<file path="config.mk">
export PLATFORM = sky130hd
export DESIGN_NAME = grid_uart_tx
export DESIGN_NICKNAME = d
export VERILOG_FILES = /design/src/rtl/grid_uart_tx.sv
export SDC_FILE = /design/constraint.sdc
export NUM_CORES = 1
export LEC_CHECK = 0
export ABC_CLOCK_PERIOD_IN_PS = 4500
export CAP_MARGIN = 15
export CORE_UTILIZATION = 40
export CTS_BUF_LIST = sky130_fd_sc_hd__clkbuf_2 sky130_fd_sc_hd__clkbuf_4 sky130_fd_sc_hd__clkbuf_8
export DETAILED_ROUTE_END_ITERATION = 6
export DONT_BUFFER_PORTS = 1
export SLEW_MARGIN = 10
export SYNTH_ARGS = -nofsm -noshare
export SYNTH_HDL_FRONTEND = slang
export SYNTH_SLANG_ARGS = --single-unit
</file>
<file path="constraint.sdc">
create_clock -name clk -period 4.5 [get_ports clk]
set_clock_uncertainty 0.2 [all_clocks]
set_input_delay 1.35 -clock clk [delete_from_list [all_inputs] [get_ports clk]]
set_output_delay 1.35 -clock clk [all_outputs]
set_load 0.005 [all_outputs]
</file>
<file path="src/rtl/grid_uart_tx.sv">
// Serialises a snapshot of the 8x8 life grid as an 8N1 UART frame: HEADER, then rows 0..7.
// Define GRID_TX_CHECKSUM_EN to append an XOR-of-rows checksum byte after row 7.
module grid_uart_tx #(
    parameter int          CLKS_PER_BIT = 16,
    parameter logic [7:0]  HEADER       = 8'hA5
) (
    input  logic        clk,
    input  logic        rst,
    input  logic [63:0] grid_flat,
    input  logic        start,
    output logic        tx,
    output logic        busy,
    output logic        frame_done,
    output logic        start_dropped
);

    typedef enum logic [1:0] {IDLE, START_BIT, DATA, STOP_BIT} state_t;

    localparam logic [15:0] BAUD_MAX = 16'(CLKS_PER_BIT - 1);
`ifdef GRID_TX_CHECKSUM_EN
    localparam logic [3:0]  LAST_BYTE = 4'd9;
`else
    localparam logic [3:0]  LAST_BYTE = 4'd8;
`endif

    state_t      state, state_nxt;
    logic [15:0] baud_cnt;
    logic [2:0]  bit_idx;
    logic [3:0]  byte_idx;
    logic [63:0] snapshot;

    logic        bit_end;
    logic        last_byte;
    logic        accept;
    logic [2:0]  row_idx;
    logic [7:0]  row_byte;
    logic [7:0]  cur_byte;

    assign bit_end   = (baud_cnt == BAUD_MAX);
    assign last_byte = (byte_idx == LAST_BYTE);
    assign accept    = start && !busy;

    // Byte k (1..8) carries row k-1; the 3-bit wrap maps byte 8 onto row 7.
    assign row_idx  = byte_idx[2:0] - 3'd1;
    assign row_byte = snapshot[{row_idx, 3'b000} +: 8];

`ifdef GRID_TX_CHECKSUM_EN
    logic [7:0] checksum;

    always_comb begin
        checksum = '0;
        for (int r = 0; r < 8; r++) begin
            checksum = checksum ^ snapshot[r*8 +: 8];
        end
    end

    always_comb begin
        if (byte_idx == 4'd0) begin
            cur_byte = HEADER;
        end else if (byte_idx == LAST_BYTE) begin
            cur_byte = checksum;
        end else begin
            cur_byte = row_byte;
        end
    end
`else
    always_comb begin
        if (byte_idx == 4'd0) begin
            cur_byte = HEADER;
        end else begin
            cur_byte = row_byte;
        end
    end
`endif

    always_ff @(posedge clk or posedge rst) begin
        if (rst) begin
            state <= IDLE;
        end else begin
            state <= state_nxt;
        end
    end

    always_comb begin
        state_nxt = state;
        case (state)
            IDLE:      if (accept) state_nxt = START_BIT;
            START_BIT: if (bit_end) state_nxt = DATA;
            DATA:      if (bit_end && (bit_idx == 3'd7)) state_nxt = STOP_BIT;
            STOP_BIT:  if (bit_end) state_nxt = last_byte ? IDLE : START_BIT;
            default:   state_nxt = IDLE;
        endcase
    end

    always_comb begin
        case (state)
            START_BIT: tx = 1'b0;
            DATA:      tx = cur_byte[bit_idx];
            default:   tx = 1'b1;
        endcase
    end

    // Counters, snapshot and the registered status outputs.
    always_ff @(posedge clk or posedge rst) begin
        if (rst) begin
            baud_cnt      <= '0;
            bit_idx       <= '0;
            byte_idx      <= '0;
            snapshot      <= '0;
            busy          <= 1'b0;
            frame_done    <= 1'b0;
            start_dropped <= 1'b0;
        end else begin
            frame_done    <= (state == STOP_BIT) && bit_end && last_byte;
            start_dropped <= start && busy;

            if (accept) begin
                snapshot <= grid_flat;
                byte_idx <= '0;
                bit_idx  <= '0;
                baud_cnt <= '0;
                busy     <= 1'b1;
            end else if (state != IDLE) begin
                baud_cnt <= bit_end ? 16'd0 : baud_cnt + 16'd1;
                if (bit_end && (state == DATA)) begin
                    bit_idx <= bit_idx + 3'd1;
                end
                if (bit_end && (state == STOP_BIT)) begin
                    if (last_byte) begin
                        busy <= 1'b0;
                    end else begin
                        byte_idx <= byte_idx + 4'd1;
                    end
                end
            end
        end
    end

endmodule

</file>
After elaboration in Yosys (flattened, before gate mapping)
Cells that the tools add are included.
{"block": "totals", "memories": 0, "out_inout_bits": 4, "mem_bits_ro": 0, "word_cells": 67, "latchBits": 0, "regBits": 92, "in_bits": 67, "ram_bits": 0}
{"block": "op_classes", "addsub": 4, "shift": 1, "muxes": 24, "n_eq_ne": 11, "n_reduce_logical": 18, "multipliers": 0, "n_div": 0, "n_bitwise": 0, "magnitude_cmp": 1}
{"op": "variable part select 64 x 7 -> 8 bit", "n": 1}
{"op": "2-to-1 mux 16 bit", "n": 3}
{"op": "adder 16 x 1 -> 16 bit, second input constant", "n": 1}
{"op": "equality test 16 x 4 -> 1 bit, second input constant", "n": 1}
{"op": "2-to-1 mux 4 bit", "n": 4}
{"op": "nonzero test 2 bit", "n": 5}
{"op": "2-to-1 mux 3 bit", "n": 3}
{"op": "2-to-1 mux 2 bit", "n": 4}
{"op": "2-to-1 mux 8 bit", "n": 1}
{"op": "!= test 2 bit, second input constant", "n": 4}
{"op": "one-hot mux 2 bit (4 select lines)", "n": 1}
{"op": "logical AND 1 bit", "n": 6}
{"op": "2-to-1 mux 1 bit", "n": 6}
{"op": "AND reduction 3 bit", "n": 2}
{"op": "adder 4 x 1 -> 4 bit, second input constant", "n": 1}
{"op": "equality test 2 bit, second input constant", "n": 2}
{"op": "equality test 4 bit, second input constant", "n": 1}
{"op": "zero test 4 bit", "n": 1}
{"op": "< comparator 3 x 4 -> 1 bit, second input constant", "n": 1}
{"op": "AND reduction 4 bit", "n": 1}
{"op": "adder 3 x 1 -> 3 bit, second input constant", "n": 1}
{"op": "binary-select mux 1 bit (select 3 bit)", "n": 1}
{"op": "equality test 3 bit, second input constant", "n": 1}
{"op": "subtractor 3 x 1 -> 3 bit, second input constant", "n": 1}
{"op": "other kinds (6)", "n": 6}

Longest topological paths before layout
{"block": "depth", "ltp_word": 6, "depth_mapped": 11, "depth_no_buf": 7}

Worst setup path before layout
Ideal clock, no wire load.
{"block": "synth_path", "kind": "register to output", "startpoint": "register byte_idx[0]", "endpoint": "output tx", "stages_incl_launch_ff": 11, "required_time_ns": 2.950, "arrival_time_ns": 2.340, "slack_ns": 0.610, "n_path_buf": 3, "path_cell_list": "dfrtp_1 -> clkbuf_8 -> clkbuf_8 -> inv_1 -> ha_1 -> xor2_2 -> buf_6 -> mux4_2 -> nor3b_1 -> nor4_1 -> a211oi_1"}
{"block": "synth_between", "elab_chain_len": 6, "word_cells_on_any_way": 7}
{"item": "start: declaration", "line_no": "29", "text": "logic [3:0] byte_idx;"}
{"item": "start signal: assignment", "line_no": "132", "text": "byte_idx <= byte_idx + 4'd1;"}
{"item": "subtractor 3 x 1 -> 3 bit", "line_no": "44", "text": "assign row_idx = byte_idx[2:0] - 3'd1;"}
{"item": "variable part select 64 x 7 -> 8 bit", "line_no": "45", "text": "assign row_byte = snapshot[{row_idx, 3'b000} +: 8];"}
{"item": "2-to-1 mux 8 bit *", "line_no": "68", "text": "if (byte_idx == 4'd0) begin"}
{"item": "binary-select mux 1 bit (select 3 bit) *", "line_no": "98", "text": "DATA: tx = cur_byte[bit_idx];"}
{"item": "2-to-1 mux 1 bit (implied by the code) *", "line_no": "98"}
{"item": "one-hot mux 1 bit (2 select lines) *", "line_no": "96", "text": "case (state)"}
{"item": "end: declaration", "line_no": "11", "text": "output logic tx,"}
Every way passes the cells marked *; elsewhere a longest branch is shown, timed or not. The select of a mux whose other input is x is not followed.

Worst setup path after layout
{"block": "layout_path", "startpoint": "register byte_idx[1]", "endpoint": "output tx"}
Same word-level chain as after synthesis.

==> impl_metrics.env <==
export IMPL_outcome="completed"
export IMPL_hold_slack_ns=0.2804
export IMPL_grtUsageTotal_pct=18.73
export IMPL_hold_violations=0
export IMPL_setup_slack_ns=0.2405
export IMPL_antenna_found_initial=0
export IMPL_worst_pin_slew_ns=0.9382
export IMPL_ctsHoldBuffers=0
export IMPL_core_um2=10940
export IMPL_async_flop_share_pct=100.0
export IMPL_yosysSeqAreaShare_pct=50.63
export IMPL_clock_tree_root_cell="clkbuf_8"
export IMPL_syn_nets=558
export IMPL_via_count=3239
export IMPL_final_cell_mix="nand2_1, dfrtp_1, nor2_1, mux4_2"
export IMPL_cap_viol_max_count=0
export IMPL_p_clk_share_pct=21.4
export IMPL_intPower_mw=1.732
export IMPL_setup_viol=0
export IMPL_fmax_ghz=0.2348
export IMPL_final_cells=621
export IMPL_yosysWarnings=0
export IMPL_cts_made_buffers=9
export IMPL_dpl_cell_area_um2=4648
export IMPL_p_leak_nw=2.412
export IMPL_wl_um=9950
export IMPL_antenna_left=0
export IMPL_min_path_type="reg -> reg"
export IMPL_final_area_um2=4885
export IMPL_htreeDepth=3
export IMPL_die_x_um=108.6
export IMPL_synth_top_area_share_pct=50.63
export IMPL_die_h_um=108.6
export IMPL_cp_max_fo=9
export IMPL_io_buffers=0
export IMPL_hp_start="snapshot[34]"
export IMPL_r2r_start="baud_cnt[10]"
export IMPL_route_detailed_drc=0
export IMPL_synth_area_per_cell_um2=9.453
export IMPL_setup_tns_ns=0
export IMPL_synth_edf_count=0
export IMPL_reg2regPathDepth=5
export IMPL_viasPerCell=5.216
export IMPL_overflow=0
export IMPL_gp_congestion=0.8091
export IMPL_finalPower_mw=2.642
export IMPL_min_path_cells=2
export IMPL_drtPass1Iterations=5
export IMPL_grt_pass1_wl_um=16570
export IMPL_drive_gt1_share_pct=10.81
export IMPL_crit_path_start_kind="flip-flop"
export IMPL_clkSinkCount=92
export IMPL_grt_pass1_vias=3291
export IMPL_max_stage_delay_ns=0.49
export IMPL_initial_core_util_pct=41.58
export IMPL_slew_headroom_pct=37.03
export IMPL_synth_largest_area_cell="dfrtp_1"
export IMPL_synthesis_area_um2=4547
export IMPL_synth_area_leaders="dfrtp_1, nand2_1, mux4_2"
export IMPL_fin_nets=554
export IMPL_drv_slew=0
export IMPL_path_clk_slew_ns=0.08
export IMPL_power_switching_fraction_pct=34.46
export IMPL_rows=38
export IMPL_io_pins=71
export IMPL_area_growth_pct=7.430
export IMPL_diodes=0
export IMPL_power_density_nw_per_um2=541.0
export IMPL_grt_max_degree=51
export IMPL_p_seq_share_pct=39.1
export IMPL_cp_arrival_ns=2.71
export IMPL_die_area_um2=11800
export IMPL_drt_iter0_markers=190
export IMPL_crit_path_end_kind="output port"
export IMPL_cts_tree="yes"
export IMPL_p_comb_share_pct=39.6
export IMPL_place_inst=604
export IMPL_avgRoutedWirePerCell_um=16.02
export IMPL_worstPathRequired_ns=2.95
export IMPL_ir_drop_v=0.0002333
export IMPL_final_common_cell="nand2_1"
export IMPL_ys_seq_elements=92
export IMPL_clock_path_buffers=2
export IMPL_clk_latency_ns=0.36
export IMPL_min_period_over_period_pct=94.66
export IMPL_crit_chain="inv_1 -> ha_2 -> mux4_2 -> or3b_2 -> nand3_1 -> o22ai_1 -> a211oi_1 -> buf_4"
export IMPL_syn_inst=481
export IMPL_synth_cell_types=44
export IMPL_path_class="reg -> out"
export IMPL_slowest_stage="ha_2"
export IMPL_rsz0062_at_grt="no"
export IMPL_synth_ff_type="dfrtp_1"
export IMPL_startpoint="byte_idx[1]"
export IMPL_dp_hpwl_um=7087
export IMPL_fin_crit_ns=4.259
export IMPL_place_ws_ns=0.3952
export IMPL_p_sw_uw=910.5
export IMPL_final_util_pct=44.67
[power groups by stage]
| stage | sequential [mW] | combinational, mW | clock (mW) |
|---|---|---|---|
| final | 1.03 | 1.05 | 0.564 |
| after global routing | 1.05 | 1.15 | 0.623 |
| after CTS | 1.03 | 0.990 | 0.586 |
| after detailed placement | 1.04 | 0.979 | 0 |
| after global placement | 1.04 | 0.943 | 0 |
| after floorplan | 0.998 | 0.853 | 0 |
[layer usage]
metal / vias up / part of all wire [%] / GRT usage (%) / wire length [um]
met5: - / 0 / 0 / 0
met4: 0 / 2.1 / 7.625 / 210
met3: 18 / 5.9 / 3.646 / 591
met2: 110 / 47 / 29.79 / 4680
met1: 1538 / 45 / 25.18 / 4468
li1: 1573 / - / - / -
[path summary, 6_finish.rpt]
check	end	slack (ns)
max	tx	0.24
min	snapshot[34]	0.28
max reg2reg	bit_idx[0]	1.61
min reg2reg	snapshot[34]	0.28
max in group asynchronous	snapshot[48]	2.42
min in group asynchronous	bit_idx[1]	0.82
[critical path, delay by kind of cell (launching register included)]
family / cells / cell delay (ns)
flip-flops: 1 / 0.40
AO/OA/AOI/OAI: 2 / 0.43
buffers and inverters: 2 / 0.25
multiplexers: 1 / 0.23
adder cells (fa/ha/maj): 1 / 0.49
AND/OR/NAND/NOR: 2 / 0.54
[sequential cells by signal, indices dropped and copies added (netlist names)]
signal / flops
baud_cnt: 16
bit_idx: 3
busy: 1
byte_idx: 4
frame_done: 1
snapshot: 64
start_dropped: 1
state: 2
[cell usage after synthesis, types with 7 or more instances]
cell and count:
xor2_1 8, dfrtp_1 92, xnor2_1 7, inv_1 10, mux4_2 14, clkbuf_1 14, nand3_1 10, ha_1 10
nor2_1 20, o21ai_0 8, nand4_1 8, nand2_1 202
[area by class of cell]
| cell class | count | area [um^2] |
|---|---|---|
| multi-input cells | 353 | 2078 |
| well taps | 140 | 175.2 |
| repair buffers | 11 | 95.09 |
| inverters | 10 | 38.79 |
| flip-flops and latches | 92 | 2302 |
| clock inverters | 2 | 35.03 |
| clock buffers | 13 | 160.2 |
| fillers | 1066 | 6051 |
[repair_timing]
action | in CTS | in global routing
endpoints found under the setup margin | 1 | 1
gates resized for setup | 1 | 1
pin swaps | 0 | 0
setup buffers | 0 | 2
[cells by family after synthesis]
logic type	after synthesis	synth area share, %
multiplexers	24	9.576
XOR/XNOR	16	3.247
AO/OA/AOI/OAI	26	3.605
flip-flops	92	50.63
AND/OR/NAND/NOR	277	26.00
buffers and inverters	36	4.183
adder cells (fa/ha/maj)	10	2.752
Power figures use the tool's default switching activity.
